## config.mk

```make
export PLATFORM = sky130hd
export DESIGN_NAME = cpu6_csr
export DESIGN_NICKNAME = d
export VERILOG_FILES = /design/src/rtl/cpu6_csr.sv
export SDC_FILE = /design/constraint.sdc
export NUM_CORES = 1
export LEC_CHECK = 0
export ABC_AREA = 1
export BUFFER_PORTS_ARGS = -buffer_cell sky130_fd_sc_hd__buf_2
export CORE_AREA = 2 2 244 246
export DETAILED_ROUTE_END_ITERATION = 6
export DIE_AREA = 0 0 246 248
export GPL_TIMING_DRIVEN = 0
export PLACE_DENSITY = 0.76
export REMOVE_ABC_BUFFERS = 1
export SLEW_MARGIN = 0
export SYNTH_ARGS = -nofsm -noshare
export SYNTH_HDL_FRONTEND = slang
export SYNTH_SLANG_ARGS = --single-unit
```

## constraint.sdc

```tcl
create_clock -name clk -period 21.6 [get_ports clk]
set_input_delay 2.16 -clock clk [delete_from_list [all_inputs] [get_ports clk]]
set_output_delay 2.16 -clock clk [all_outputs]
set_load 0.005 [all_outputs]
```

## src/rtl/cpu6_csr.sv

```systemverilog
// Machine-mode CSR file for cpu6: trap capture, mret restore, CSRRW/S/C access,
// and the mcycle/minstret counters.
module cpu6_csr #(
  parameter int              XLEN        = 64,
  parameter logic [XLEN-1:0] RESET_MTVEC = '0,
  parameter logic [XLEN-1:0] MISA_VAL    = XLEN'(64'h8000_0000_0000_0100)
) (
  input  logic            clk,
  input  logic            reset,
  input  logic [11:0]     csr_rd_addr,
  output logic [XLEN-1:0] csr_rd_data,
  input  logic            csr_wr_ena,
  input  logic [1:0]      csr_wr_op,
  input  logic [11:0]     csr_wr_addr,
  input  logic [XLEN-1:0] csr_wr_data,
  output logic            csr_illegal,
  input  logic [XLEN-1:0] excp_mepc,
  input  logic            excp_mepc_ena,
  input  logic [XLEN-1:0] excp_mcause,
  input  logic            mret,
  input  logic            instr_retire,
  output logic [XLEN-1:0] csr_mtvec,
  output logic [XLEN-1:0] csr_mepc,
  output logic            csr_mie
);

  localparam logic [11:0] A_MSTATUS  = 12'h300;
  localparam logic [11:0] A_MISA     = 12'h301;
  localparam logic [11:0] A_MTVEC    = 12'h305;
  localparam logic [11:0] A_MSCRATCH = 12'h340;
  localparam logic [11:0] A_MEPC     = 12'h341;
  localparam logic [11:0] A_MCAUSE   = 12'h342;
  localparam logic [11:0] A_MCYCLE   = 12'hB00;
  localparam logic [11:0] A_MINSTRET = 12'hB02;
  localparam logic [11:0] A_MHARTID  = 12'hF14;

  localparam logic [XLEN-1:0] MTVEC_RST = {RESET_MTVEC[XLEN-1:2], 2'b00};

  logic            mie_q, mie_d;
  logic            mpie_q, mpie_d;
  logic [XLEN-1:0] mtvec_q, mtvec_d;
  logic [XLEN-1:0] mscratch_q, mscratch_d;
  logic [XLEN-1:0] mepc_q, mepc_d;
  logic [XLEN-1:0] mcause_q, mcause_d;
  logic [XLEN-1:0] mcycle_q, mcycle_d;
  logic [XLEN-1:0] minstret_q, minstret_d;

  logic [XLEN-1:0] mstatus_val;
  logic [XLEN-1:0] wr_old;
  logic [XLEN-1:0] wr_new;
  logic            wr_hit;
  logic            wr_writable;
  logic            wr_do;
  logic            rd_hit;

  always_comb begin
    mstatus_val        = '0;
    mstatus_val[12:11] = 2'b11;
    mstatus_val[7]     = mpie_q;
    mstatus_val[3]     = mie_q;
  end

  // Returns {implemented, current value}; shared by the read port and the RMW path.
  function automatic logic [XLEN:0] lookup(input logic [11:0] a);
    logic [XLEN:0] r;
    case (a)
      A_MSTATUS:  r = {1'b1, mstatus_val};
      A_MISA:     r = {1'b1, MISA_VAL};
      A_MTVEC:    r = {1'b1, mtvec_q};
      A_MSCRATCH: r = {1'b1, mscratch_q};
      A_MEPC:     r = {1'b1, mepc_q};
      A_MCAUSE:   r = {1'b1, mcause_q};
      A_MCYCLE:   r = {1'b1, mcycle_q};
      A_MINSTRET: r = {1'b1, minstret_q};
      A_MHARTID:  r = {1'b1, {XLEN{1'b0}}};
      default:    r = '0;
    endcase
    return r;
  endfunction

  always_comb begin
    {rd_hit, csr_rd_data} = lookup(csr_rd_addr);
    {wr_hit, wr_old}      = lookup(csr_wr_addr);
    wr_writable = wr_hit && (csr_wr_addr != A_MISA) && (csr_wr_addr != A_MHARTID);
    wr_do       = csr_wr_ena && wr_writable && (csr_wr_op != 2'b00);
    csr_illegal = !rd_hit || (csr_wr_ena && !wr_writable);
    case (csr_wr_op)
      2'b01:   wr_new = csr_wr_data;
      2'b10:   wr_new = wr_old | csr_wr_data;
      2'b11:   wr_new = wr_old & ~csr_wr_data;
      default: wr_new = wr_old;
    endcase
  end

  always_comb begin
    mie_d      = mie_q;
    mpie_d     = mpie_q;
    mtvec_d    = mtvec_q;
    mscratch_d = mscratch_q;
    mepc_d     = mepc_q;
    mcause_d   = mcause_q;
    mcycle_d   = mcycle_q + XLEN'(1);
    minstret_d = minstret_q + XLEN'(instr_retire);

    // A trap flushes the instruction but does not stop these updates.
    if (wr_do) begin
      case (csr_wr_addr)
        A_MTVEC:    mtvec_d    = {wr_new[XLEN-1:2], 2'b00};
        A_MSCRATCH: mscratch_d = wr_new;
        A_MCYCLE:   mcycle_d   = wr_new;
        A_MINSTRET: minstret_d = wr_new;
        default: ;
      endcase
    end

    if (excp_mepc_ena) begin
      mepc_d   = {excp_mepc[XLEN-1:1], 1'b0};
      mcause_d = excp_mcause;
      mpie_d   = mie_q;
      mie_d    = 1'b0;
    end else if (mret) begin
      mie_d  = mpie_q;
      mpie_d = 1'b1;
    end else if (wr_do) begin
      case (csr_wr_addr)
        A_MSTATUS: begin
          mie_d  = wr_new[3];
          mpie_d = wr_new[7];
        end
        A_MEPC:   mepc_d   = {wr_new[XLEN-1:1], 1'b0};
        A_MCAUSE: mcause_d = wr_new;
        default: ;
      endcase
    end
  end

  always_ff @(posedge clk or posedge reset) begin
    if (reset) begin
      mie_q      <= 1'b0;
      mpie_q     <= 1'b0;
      mtvec_q    <= MTVEC_RST;
      mscratch_q <= '0;
      mepc_q     <= '0;
      mcause_q   <= '0;
      mcycle_q   <= '0;
      minstret_q <= '0;
    end else begin
      mie_q      <= mie_d;
      mpie_q     <= mpie_d;
      mtvec_q    <= mtvec_d;
      mscratch_q <= mscratch_d;
      mepc_q     <= mepc_d;
      mcause_q   <= mcause_d;
      mcycle_q   <= mcycle_d;
      minstret_q <= minstret_d;
    end
  end

  assign csr_mtvec = mtvec_q;
  assign csr_mepc  = mepc_q;
  assign csr_mie   = mie_q;

endmodule

```

# [After elaboration in Yosys (flattened, before gate mapping)]
# Index checks and enable logic that the tools add are counted.
[word_totals] reg_bits=384 latch_bits=0 mem_bits_rw=0 rom_bits=0 in_bits=224 wordCells=79 memories=0
[classes] add_sub_neg=2 multipliers=0 n_div=0 n_lt_le_gt_ge=0 eq_ne=24 shifts=0 mux=23 bitwise_logic=3 reduce_logical=19
[ops] cell="$pmux W65 S9" n=2
[ops] cell="$mux W64" n=12
[ops] cell="$pmux W64 S3" n=1
[ops] cell="$eq A12 B10 Y1 const B" n=12
[ops] cell="$eq A12 B12 Y1 const B" n=6
[ops] cell="$add A64 B1 Y64" n=1
[ops] cell="$add A64 B1 Y64 const B" n=1
[ops] cell="$and A64 B64 Y64" n=1
[ops] cell="$not A64 Y64" n=1
[ops] cell="$or A64 B64 Y64" n=1
[ops] cell="$ne A12 B10 Y1 const B" n=1
[ops] cell="$ne A12 B12 Y1 const B" n=1
[ops] cell="$mux W1" n=8
[ops] cell="$reduce_bool A2 Y1" n=4
[ops] cell="$reduce_and A2 Y1" n=3
[ops] cell="$reduce_and A3 Y1" n=2
[ops] cell="$reduce_bool A3 Y1" n=2
[ops] cell="$logic_and A1 B1 Y1" n=5
[ops] cell="$eq A2 B2 Y1 const B" n=2
[ops] cell="$eq A2 B1 Y1 const B" n=1
[ops] cell="$logic_not A1 Y1" n=2
[ops] cell="$ne A2 B2 Y1 const B" n=1
[ops] cell="$logic_or A1 B1 Y1" n=1

# [Depth between registers and ports, before layout]
[depth] word_depth=9 depth_mapped=15

# [Least setup slack after synthesis]
# No wires, ideal clock.
[synth_path] kind="input to output" startpoint="in csr_rd_addr[0]" endpoint="out csr_rd_data[14]" t_arrival_ps=3346 t_required_ps=19440 setup_slack_ps=16094 path_stages=7 path_cell_list="inv_1 nand2_1 nor3_1 nand2_1 clkbuf_1 buf_1 o211ai_1"
[synth_via] elab_chain_len=2
[synth_rtl] item="start, declared" line_no="10" rtl="input logic [11:0] csr_rd_addr,"
[synth_rtl] item="$eq A12 B12 Y1 / $eq A12 B10 Y1 (equally long branches)" line_no="66" rtl="case (a)"
[synth_rtl] item="$pmux W65 S9 *" line_no="66"
[synth_rtl] item="end, declared" line_no="11" rtl="output logic [XLEN-1:0] csr_rd_data,"
# Mark *: on every way between the ends. The rest lies on a longest branch, timed or not.

# [Final worst setup path]
[layout_path] startpoint="in csr_rd_addr[5]" endpoint="out csr_rd_data[56]"
# The elaborated chain is that of the path after synthesis.

==> reports/results.tsv <==
stage	metric	value	unit
pwr	p_seq_share	42.4	%
pwr	p_leak	15.96	nW
cts	ctsResizeCount	0	
timing	worst_slack	14040	ps
yosys	ys_async_sr_fraction	100.0	%
timing	fmax	132.3	MHz
cts	tritoncts	done	
yosys	ys_seq_elements	383	
worst_setup_path	path_cells	buf_2 -> nor2_1 -> nand3_1 -> nor2_1 -> inv_1 -> nor2_2 -> inv_2 -> o221ai_1 -> buf_2	
detailed_routing	drc_errors	0	
placed_design	hpwl	84.84	mm
outcome	status	completed	
cells_and_area	final_nets	4520	
global_routing	grt_max_degree	127	
timing	period_share	34.99	%
cts	postCtsHoldBufs	0	
placed_design	placed_cells	5017	
detailed_routing	drtIter0Drc	3732	
yosys	synth_flop_cell	dfrtp_1	
timing	period_needed	7558	ps
cts	clock_path_buffers	3	
pwr	vdd_drop_max	0.05652	mV
pwr	power.internal	1.330	mW
yosys	synth.distinct_cells	43	
cells_and_area	drive_gt1_share	13.23	%
detailed_routing	viasPerCell	5.916	
cts	cts.sinks	383	
worst_setup_path	critPathKind	input pin to primary output	
worst_setup_path	worstSetupStartpointType	input pin	
worst_setup_path	arrival	5400	ps
floorplan	num_rows	89	
detailed_routing	ant_nets	0	
timing	rsz0062_at_grt	false	
worst_setup_path	crit_end	csr_rd_data[56]	
cts	clkLatencyLatePin	600	ps
detailed_routing	dr.pass1.iters	7	
yosys	ys_warn_count	0	
cts	post_cts_buffers	0	
timing	drv_slew	0	
worst_setup_path	cp_slowest_stage_delay	890	ps
worst_setup_path	r2r_end	minstret_q[62]	
timing	hold_viol	0	
cells_and_area	multiInputGateArea	13860	um^2
pwr	fin_total_pwr	1.836	mW
timing	finClkSkew	19.17	ps
yosys	syn_inst	4012	
pwr	power_switching	506.2	uW
pwr	combPwrFrac	10.0	%
worst_setup_path	cp_slowest_cell	inv_2	
global_routing	grt_overflow	0	
worst_setup_path	r2r_cells	10	
placed_design	dpl_worst_slack	14260	ps
detailed_routing	drt-total-wl	115.9	mm
cells_and_area	fillers	5853	
global_routing	antenna_found_initial	5	
pwr	p_per_area	60.11	nW/um^2
yosys	synth_edf_count	0	
worst_setup_path	r2r_start	minstret_q[0]	
cts	clk_pin_slew	60	ps
cts	cts_htree_levels	2	
pwr	p_clk_share	47.6	%
floorplan	die-area	61010	um^2
floorplan	core	58460	um^2
detailed_routing	wire_per_inst	22.68	um
cts	cts_made_buffers	47	
yosys	ys_seq_area_share	36.92	%
floorplan	io_pins	418	
worst_setup_path	required	19440	ps
cells_and_area	syn_to_final_growth	17.70	%
placed_design	port_buffers	413	
cells_and_area	fin_area	30550	um^2
placed_design	gp_congestion	0.9848	
flow_run	max-cap-violations	0	
worst_hold_path	min-delay-start	mcause_q[10]	
yosys	syn_area	25960	um^2
worst_setup_path	cp-end-kind	primary output	
timing	setup_viol	0	
worst_setup_path	reg2reg_setup_slack	18270	ps
cells_and_area	finish.utilization	52.26	%
floorplan	die_h	248	um
worst_hold_path	hold_class	flip-flop to flip-flop	
placed_design	place_area	28860	um^2
global_routing	grt_usage	36.99	%
cells_and_area	seq_area	9584	um^2
global_routing	grt_pass1_wl	171.1	mm
worst_setup_path	critPathMaxFanout	54	
floorplan	initial_utilization	44.40	%
timing	finalSetupTns	0	ps
detailed_routing	via_count	30220	
timing	fin_hold_ws	524.7	ps
floorplan	die_w	246	um
pwr	switching_share	27.56	%
cts	cts-root-buf	clkbuf_16	
cells_and_area	final_cell_count_no_fill	5108	
timing	maxSlewHeadroom	1.942	%
global_routing	grt_pass1_vias	27750	
timing	tightestPinTransition	1471	ps
yosys	syn_area_per_cell	6.470	um^2
worst_setup_path	setup.worst_path.start	csr_rd_addr[5]	
[how the worst min path moves through the flow]
| stage | end | slack (ps) | depth (start not counted) |
|---|---|---|---|
| detailed placement | mcycle_q[0] | 510 | 1 |
| floorplan | mcycle_q[0] | 480 | 1 |
| global route | mcause_q[56] | 540 | 2 |
| CTS | mcycle_q[0] | 530 | 1 |
| finish | mcause_q[10] | 520 | 2 |
| global placement | mcycle_q[0] | 500 | 1 |
[flip-flops by register name, summed over array words and instances, names as in the netlist]
name and flops:
minstret_q 64, mcause_q 64, mscratch_q 64, csr_mtvec 62
mcycle_q 64, csr_mie 1, csr_mepc 63, mpie_q 1
[power by group through the flow]
stage	combinational (mW)	sequential (mW)	clock (mW)
detailed placement	0.178	0.790	0
global route	0.201	0.781	0.901
finish	0.184	0.779	0.873
CTS	0.180	0.777	0.870
floorplan	0.0943	0.780	0
global placement	0.172	0.790	0
[synthesized netlist by cell type (all sizes together) (38+ instances only)]
master | n | area (um^2)
buf | 88 | 427.9
clkbuf | 122 | 459.2
dfrtp | 383 | 9584
inv | 459 | 1723
nand2 | 1087 | 4095
nand3 | 488 | 2460
nand4 | 38 | 237.7
nor2 | 558 | 2147
nor3 | 133 | 675.7
o21ai | 322 | 1612
o221ai | 49 | 429.2
o22ai | 117 | 732.0
xor2 | 106 | 928.4
[logic make-up after synthesis]
kind of cell | Yosys count | share of synthesized area, %
AO/OA/AOI/OAI | 517 | 11.49
XOR/XNOR | 113 | 3.813
adder cells (fa/ha/maj) | 3 | 0.1446
buffers and inverters | 674 | 10.13
flip-flops | 383 | 36.92
other | 1 | 0.01445
AND/OR/NAND/NOR | 2321 | 37.49
[final cells by class]
cell class / count / area share (%)
clock inverter: 22 / 0.9296
multi-input combinational: 2957 / 45.38
timing repair buffer: 440 / 8.788
sequential: 383 / 31.37
clock buffer: 65 / 4.570
antenna: 4 / 0.03276
inverter: 464 / 5.766
tap: 773 / 3.166
[cells in the final DEF (no fill, tap or decap), types with 8 or more instances in the layout]
| cell | synthesis | layout |
|---|---|---|
| clkbuf_16 | 0 | 49 |
| nand2_1 | 1083 | 1074 |
| a21oi_1 | 8 | 8 |
| o22ai_1 | 117 | 117 |
| nand4_1 | 38 | 38 |
| buf_2 | 63 | 412 |
| inv_1 | 450 | 448 |
| nand3_1 | 486 | 484 |
| xor2_1 | 106 | 106 |
| nor3_1 | 131 | 131 |
| o21ai_1 | 73 | 73 |
| dfrtp_1 | 383 | 383 |
| clkbuf_8 | 0 | 11 |
| nor2_4 | 5 | 10 |
| clkinv_2 | 0 | 13 |
| inv_2 | 9 | 9 |
| buf_12 | 0 | 17 |
| nor2_1 | 547 | 544 |
| buf_16 | 0 | 10 |
| o21ai_0 | 249 | 249 |
| o221ai_1 | 49 | 49 |
[critical path: cells and delay by family]
family,cells,cell delay (ps)
simple gates,4,1310
buf+inv,4,1270
compound gates,1,600
[layer usage]
metal  global-route usage [%]  vias to the layer above  share of wire [%]
met5                        0                        -              0.011
met4                    14.94                        2                4.2
met1                    49.45                    14260                 40
li1                         -                    13550                  -
met2                    58.06                     2026                 45
met3                    8.207                      378                 12
No activity file was read; power rests on OpenSTA's default activity.
